**config.mk**
```make
export PLATFORM = sky130hd
export DESIGN_NAME = spi_cmd_master
export DESIGN_NICKNAME = d
export VERILOG_FILES = /design/src/rtl/spi_cmd_pkg.sv /design/src/rtl/spi_sclk_gen.sv /design/src/rtl/spi_cmd_master.sv
export SDC_FILE = /design/constraint.sdc
export NUM_CORES = 1
export LEC_CHECK = 0
export CAP_MARGIN = 20
export CORE_MARGIN = 1.5
export CORE_UTILIZATION = 40
export CTS_CLUSTER_SIZE = 14
export DETAILED_ROUTE_END_ITERATION = 10
export PLACE_DENSITY_LB_ADDON = 0.15
export SYNTH_ARGS = -nofsm -noshare
export SYNTH_HDL_FRONTEND = slang
export SYNTH_SLANG_ARGS = --single-unit
```
**constraint.sdc**
```tcl
create_clock -name clk -period 4.7 [get_ports clk]
set_clock_uncertainty 0.05 [all_clocks]
set_input_delay 0.94 -clock clk [delete_from_list [all_inputs] [get_ports clk]]
set_output_delay 0.94 -clock clk [all_outputs]
set_load 0.02 [all_outputs]
```
**src/rtl/spi_cmd_pkg.sv**
```systemverilog
// Shared types and sizing helpers for the SPI command master.
package spi_cmd_pkg;

    localparam int ADDR_W_DEF = 5;
    localparam int DATA_W_DEF = 16;

    function automatic int frame_bits(input int aw, input int dw);
        return aw + 1 + dw;
    endfunction

    typedef enum logic [1:0] {
        IDLE,
        SHIFT,
        TAIL,
        GAP
    } state_e;

endpackage

```
**src/rtl/spi_sclk_gen.sv**
```systemverilog
// Half-period divider for the SPI serial clock; strobes mark the clk edge
// at which sclk is about to rise or fall. Clears to idle-low when disabled.
module spi_sclk_gen
    import spi_cmd_pkg::*;
#(
    parameter int CLK_DIV = 4
) (
    input  logic clk,
    input  logic rst_n,
    input  logic en,
    output logic sclk,
    output logic rise,
    output logic fall
);

    localparam int CW = (CLK_DIV > 1) ? $clog2(CLK_DIV) : 1;
    localparam logic [CW-1:0] LAST = CW'(CLK_DIV - 1);

    logic [CW-1:0] cnt_q, cnt_d;
    logic          sclk_q, sclk_d;
    logic          wrap;

    always_comb begin
        wrap   = en && (cnt_q == LAST);
        cnt_d  = cnt_q;
        sclk_d = sclk_q;
        if (!en) begin
            cnt_d  = '0;
            sclk_d = 1'b0;
        end else if (wrap) begin
            cnt_d  = '0;
            sclk_d = !sclk_q;
        end else begin
            cnt_d = cnt_q + 1'b1;
        end
    end

    always_ff @(posedge clk or negedge rst_n) begin
        if (!rst_n) begin
            cnt_q  <= '0;
            sclk_q <= 1'b0;
        end else begin
            cnt_q  <= cnt_d;
            sclk_q <= sclk_d;
        end
    end

    assign sclk = sclk_q;
    assign rise = wrap && !sclk_q;
    assign fall = wrap && sclk_q;

endmodule

```
**src/rtl/spi_cmd_master.sv**
```systemverilog
// Serializes one {addr, we, data} command per chip-select frame (SPI mode 0)
// and returns the captured read data as a single-cycle response.
module spi_cmd_master
    import spi_cmd_pkg::*;
#(
    parameter int ADDR_W  = ADDR_W_DEF,
    parameter int DATA_W  = DATA_W_DEF,
    parameter int CLK_DIV = 4,
    parameter int CS_GAP  = 2
) (
    input  logic              clk,
    input  logic              rst_n,
    input  logic              req_valid,
    output logic              req_ready,
    input  logic [ADDR_W-1:0] req_addr,
    input  logic              req_we,
    input  logic [DATA_W-1:0] req_wdata,
    output logic              rsp_valid,
    output logic [DATA_W-1:0] rsp_rdata,
    output logic              busy,
    output logic              sclk,
    output logic              cs_n,
    output logic              mosi,
    input  logic              miso
);

    localparam int FB   = frame_bits(ADDR_W, DATA_W);
    localparam int BCW  = $clog2(FB + 1);
    localparam int TMAX = (CLK_DIV > CS_GAP) ? CLK_DIV : CS_GAP;
    localparam int TW   = $clog2(TMAX + 1);

    localparam logic [BCW-1:0] LAST_BIT   = BCW'(FB - 1);
    localparam logic [BCW-1:0] DATA_START = BCW'(ADDR_W + 1);
    localparam logic [TW-1:0]  TAIL_LAST  = TW'(CLK_DIV - 1);
    localparam logic [TW-1:0]  GAP_LAST   = TW'(CS_GAP - 1);

    state_e            state_q, state_d;
    logic [FB-1:0]     shreg_q, shreg_d;
    logic [DATA_W-1:0] cap_q, cap_d;
    logic [DATA_W-1:0] rdata_q, rdata_d;
    logic [BCW-1:0]    bit_q, bit_d;
    logic [TW-1:0]     tmr_q, tmr_d;
    logic              we_q, we_d;
    logic              cs_n_q, cs_n_d;
    logic              rsp_valid_q, rsp_valid_d;

    logic              accept;
    logic              sclk_en, sclk_rise, sclk_fall;
    logic [DATA_W-1:0] wfield;

    assign req_ready = (state_q == IDLE);
    assign busy      = !req_ready;
    assign accept    = req_valid && req_ready;
    assign sclk_en   = (state_q == SHIFT);
    assign wfield    = req_we ? req_wdata : '0;

    spi_sclk_gen #(
        .CLK_DIV(CLK_DIV)
    ) u_sclk_gen (
        .clk  (clk),
        .rst_n(rst_n),
        .en   (sclk_en),
        .sclk (sclk),
        .rise (sclk_rise),
        .fall (sclk_fall)
    );

    always_comb begin
        state_d     = state_q;
        shreg_d     = shreg_q;
        cap_d       = cap_q;
        rdata_d     = rdata_q;
        bit_d       = bit_q;
        tmr_d       = tmr_q;
        we_d        = we_q;
        cs_n_d      = cs_n_q;
        rsp_valid_d = 1'b0;
        case (state_q)
            IDLE: begin
                if (accept) begin
                    state_d = SHIFT;
                    shreg_d = {req_addr, req_we, wfield};
                    we_d    = req_we;
                    cap_d   = '0;
                    bit_d   = '0;
                    cs_n_d  = 1'b0;
                end
            end
            SHIFT: begin
                if (sclk_rise && !we_q && (bit_q >= DATA_START)) begin
                    cap_d = {cap_q[DATA_W-2:0], miso};
                end
                // Shifting in zeros leaves mosi low once the last bit is out.
                if (sclk_fall) begin
                    shreg_d = {shreg_q[FB-2:0], 1'b0};
                    bit_d   = bit_q + 1'b1;
                    if (bit_q == LAST_BIT) begin
                        state_d = TAIL;
                        tmr_d   = '0;
                    end
                end
            end
            TAIL: begin
                if (tmr_q == TAIL_LAST) begin
                    state_d     = GAP;
                    tmr_d       = '0;
                    cs_n_d      = 1'b1;
                    rsp_valid_d = 1'b1;
                    rdata_d     = we_q ? '0 : cap_q;
                end else begin
                    tmr_d = tmr_q + 1'b1;
                end
            end
            GAP: begin
                if (tmr_q == GAP_LAST) begin
                    state_d = IDLE;
                    tmr_d   = '0;
                end else begin
                    tmr_d = tmr_q + 1'b1;
                end
            end
            default: state_d = IDLE;
        endcase
    end

    always_ff @(posedge clk or negedge rst_n) begin
        if (!rst_n) begin
            state_q     <= IDLE;
            shreg_q     <= '0;
            cap_q       <= '0;
            rdata_q     <= '0;
            bit_q       <= '0;
            tmr_q       <= '0;
            we_q        <= 1'b0;
            cs_n_q      <= 1'b1;
            rsp_valid_q <= 1'b0;
        end else begin
            state_q     <= state_d;
            shreg_q     <= shreg_d;
            cap_q       <= cap_d;
            rdata_q     <= rdata_d;
            bit_q       <= bit_d;
            tmr_q       <= tmr_d;
            we_q        <= we_d;
            cs_n_q      <= cs_n_d;
            rsp_valid_q <= rsp_valid_d;
        end
    end

    assign cs_n      = cs_n_q;
    assign mosi      = shreg_q[FB-1];
    assign rsp_valid = rsp_valid_q;
    assign rsp_rdata = rdata_q;

endmodule

```
After elaboration in Yosys (flattened, before gate mapping). Cells that the tools add are included.

Output and inout port bits: 22. Input port bits: 26. Register bits: 70.

Add/subtract/negate cells: 3. Muxes and demuxes: 31. Reduce and logical (&&, ||, !) cells: 20. Eq/ne operators: 14. Order comparisons: 1.

Operators with widths (count): two-way mux 16 bit (4); two-way mux 22 bit (2); one-hot mux 22 bit (2 select lines) (1); one-hot mux 16 bit (2 select lines) (1); two-way mux 2 bit (7); two-way mux 3 bit (4); != test 2 bit, second input constant (6); AND reduction 3 bit (4); two-way mux 5 bit (2); one-hot mux 5 bit (2 select lines) (1); one-hot mux 3 bit (3 select lines) (1); one-hot mux 2 bit (4 select lines) (1); equality test 2 bit, second input constant (3); logical AND 1 bit (6); two-way mux 1 bit (6); adder 5 x 1 -> 5 bit, second input constant (1); equality test 5 bit, second input constant (1); greater-or-equal comparator 5 x 3 -> 1 bit, second input constant (1); AND reduction 5 bit (1); AND reduction 2 bit (2); nonzero test 2 bit (2); adder 3 x 1 -> 3 bit, second input constant (1); equality test 3 x 1 -> 1 bit, second input constant (1); equality test 3 x 2 -> 1 bit, second input constant (1); other kinds (7) (9).

Depth between registers and ports, before layout.
Depth after elaboration: 7. Mapped depth: 8.

Hierarchy. From an unflattened synthesis, not the netlist that was laid out.

Cells, all modules: 295. Area total of the unflattened synthesis: 3238.1 um2.

Modules (own cells, without submodules): spi_cmd_master (cells an instance 284, area each 3103.0 um2, times used 1); spi_sclk_gen (cells an instance 11, area each 135.1 um2, times used 1).

Least setup slack after synthesis. No wires, ideal clock.

Path type: register -> output. Start point: register state_q[0]. End point: output port busy. Data arrival time: 1068 ps. Cell stages (with the launch flop): 4. Path slack: 2642 ps. Buffers on the path: 0. Required time: 3710 ps. Path through: dfrtp_1 > inv_1 > ha_1 > inv_1.

Word-level cells in the longest chain between the ends: 2.

RTL lines: start, declared (line spi_cmd_master.sv:37) `state_e state_q, state_d;`; start signal, assigned (line spi_cmd_master.sv:138) `state_q <= state_d;`; zero test 2 bit (line spi_cmd_master.sv:51) `assign req_ready = (state_q == IDLE);`; named net req_ready (line spi_cmd_master.sv:14) `output logic req_ready,`; zero test 1 bit (line spi_cmd_master.sv:52) `assign busy = !req_ready;`; end, declared (line spi_cmd_master.sv:20) `output logic busy,`.

The timed path passes the listed nets, and every way through them passes these cells.

Worst setup path in the final report.
Start point: register state_q[0]. End point: output port req_ready.

Word-level cells in the longest chain between the ends: 1.

RTL lines (line): zero test 2 bit (spi_cmd_master.sv:51); end, declared (spi_cmd_master.sv:14).

No other way between the ends.

==> reports/results.tsv <==
metric	value	unit
status	finished, final reports clean	
Setup violations, final	0	
Slew headroom	0.4130	
Critical Path Sink Type	primary output	
Hold Crit Class	flop to flop	
Reg area	0.001753	mm^2
Clock Tree Buf Depth	2	
Initial Utilization	0.4087	
WL/cell	12.52	um
Final Max Tran Viols	0	
maximum operating frequency	350.9	MHz
met1 Track Usage GR	0.1978	
post-place setup slack	1.791	ns
r2r setup slk	2.28	ns
Vert. Die Dim	94.17	um
Total GRT Usage	0.1506	
largest net degree at the start of global routing	34	
vias per cell	4.826	
Cell variety after synth	39	
Synth Register Bits	70	
post-synth top area share	0.5194	
first-pass GRT wire length	10380	um
initial antenna violation count	0	
area growth from synthesis to layout	22.39	%
Root Buffer	clkbuf_8	
Die ar.	0.008867	mm^2
row cnt	33	
Clock Latency Late Sink	0.34	ns
gr busiest metal	met2	
grt met2 use	0.2374	
mapped cell area	0.003324	mm^2
ys async rst share	1.000	
CP arrival	1.86	ns
Via Count	2331	
multi-input logic area	0.001410	mm^2
critical path launch point type	flop	
CTS tree	built	
pwr/cell area	528.1	mW/mm^2
diode count	0	
commonest non-fill, non-tap cell in the layout	dfrtp_1	
first-pass iteration count of the detailed router	5	
routability cong.	0.7249	
setup TNS after final layout	0	ns
Routed Antenna Nets	0	
Die X	94.17	um
buffer count from post-CTS setup fixing	0	
grt ovf	0	
Post-DP HPWL	4058	um
leakage power	1.815	nW
io pins	48	
max_cap viols	0	
IO Port Bufs	47	
worst setup margin	1.850	ns
Hold Buf Count CTS	0	
Seq/Total Area, Yosys	0.5273	
syn avg cell area	10.10	um^2
cells after synthesis	329	
layout cells sized above 1	0.08730	
Synth warnings	0	
Final period util	0.6064	
Fill cells	762	
final net count	412	
fin crit period	2.850	ns
Peak VDD IR	0.2259	mV
initial drt markers	75	
Hold Fails Final Rpt	0	
synth top area cells	dfrtp_1 (52%), nand2_1 (6.1%), ha_1 (4.9%), a21oi_1 (3.6%), nand3_1 (3.5%)	
Detailed Route WL	6045	um
Clock Pin Slew Worst Setup and Hold Paths	0.07	ns
Post-synth top flop	dfrtp_1	
most frequent cells in the layout	dfrtp_1 (69), nand2_1 (54), clkdlybuf4s50_1 (46), nor2_1 (26), a21oi_1 (24)	
Crit Path Category	flop to primary output	
GR Util met3	0.03964	
peak fanout along the critical path	5	
WP data required	3.71	ns
clk sinks	70	
DRC	0	
core area	0.008134	mm^2
RSZ-0062 raised after global routing	no	
CTS buffer count	9	
post-cts resize count	0	
number of flops mapped to enable cells by yosys	0	
cell taking the most area after synthesis	dfrtp_1	
vias in the first global route	2228	
Syn Nets	368	
H-Tree Depth	3	
Worst Tran Pin Value	0.8784	ns
## per-layer routing
| metal | vias to the layer above | routed length (um) |
|---|---|---|
| li1 | 1200 | - |
| met1 | 1077 | 2977 |
| met2 | 48 | 2728 |
| met3 | 6 | 268 |
| met4 | 0 | 71 |
| met5 | - | 0 |
## sequential cells by signal, summed over array words and instances (netlist names)
signal	flops
bit_q	5
cap_q	16
cs_n	1
rsp_rdata	16
rsp_valid	1
shreg_q	22
state_q	2
tmr_q	3
u_sclk_gen.cnt_q	2
u_sclk_gen.sclk	1
we_q	1
## path summary, 6_finish.rpt
check	from	cells after the start	endpoint
worst max-delay path	state_q[0]	3	req_ready
worst min-delay path	u_sclk_gen.cnt_q[0]	1	u_sclk_gen.cnt_q[0]
worst max register to register	state_q[1]	7	bit_q[3]
worst min register to register	u_sclk_gen.cnt_q[0]	1	u_sclk_gen.cnt_q[0]
max in group asynchronous	rst_n	2	bit_q[4]
min in group asynchronous	rst_n	1	tmr_q[2]
## power by group
group          internal [mW]  switching [mW]  leakage (nW)  total, mW
Combinational          0.369           0.416         0.827      0.786
Sequential             0.760           0.121         0.900      0.881
Clock                  0.248           0.234        0.0891      0.482
Total                   1.38           0.772          1.82       2.15
## cell type report
type | instances | share of cell area
Sequential cell | 70 | 0.4308
Multi-Input combinational cell | 229 | 0.3466
Timing Repair Buffer | 52 | 0.1316
Tap cell | 105 | 0.03229
Clock buffer | 10 | 0.03137
Clock inverter | 6 | 0.01722
Inverter | 11 | 0.01015
## per-stage QoR
stage / std cells / power (mW) / util / area (um^2) / hold WS [ns]
detailed placement: 466 / 1.683 / 0.4750 / 3864 / 0.3881
global route: 483 / 2.313 / 0.5002 / 4069 / 0.4011
floorplan: 329 / 1.483 / - / 3324 / 0.3639
global placement: 464 / 1.638 / 0.4692 / 3816 / 0.3736
CTS: 482 / 2.182 / 0.4993 / 4061 / 0.3930
finish: 483 / 2.149 / 0.5002 / 4069 / 0.3892
## critical path, cell delays in order (launching register included)
cell and delay (ns):
dfrtp_1 0.42, inv_1 0.14, ha_1 0.32, clkdlybuf4s50_1 0.65
## synthesized netlist by cell type, types with 6 or more instances
| cell | count |
|---|---|
| a21oi_1 | 24 |
| a22oi_1 | 15 |
| clkbuf_1 | 6 |
| dfrtp_1 | 69 |
| ha_1 | 13 |
| inv_1 | 11 |
| mux2i_1 | 7 |
| nand2_1 | 54 |
| nand2b_1 | 18 |
| nand3_1 | 23 |
| nor2_1 | 26 |
| o21ai_0 | 19 |
## kinds of logic after synthesis
logic type	after synthesis	share of synthesized area
multiplexers	12	0.03914
AO/OA/AOI/OAI	66	0.1321
flip-flops	70	0.5273
AND/OR/NAND/NOR	137	0.2014
buffers and inverters	30	0.04855
adder cells (fa/ha/maj)	13	0.04893
XOR/XNOR	1	0.002635
(Power assumes the default switching activity.)
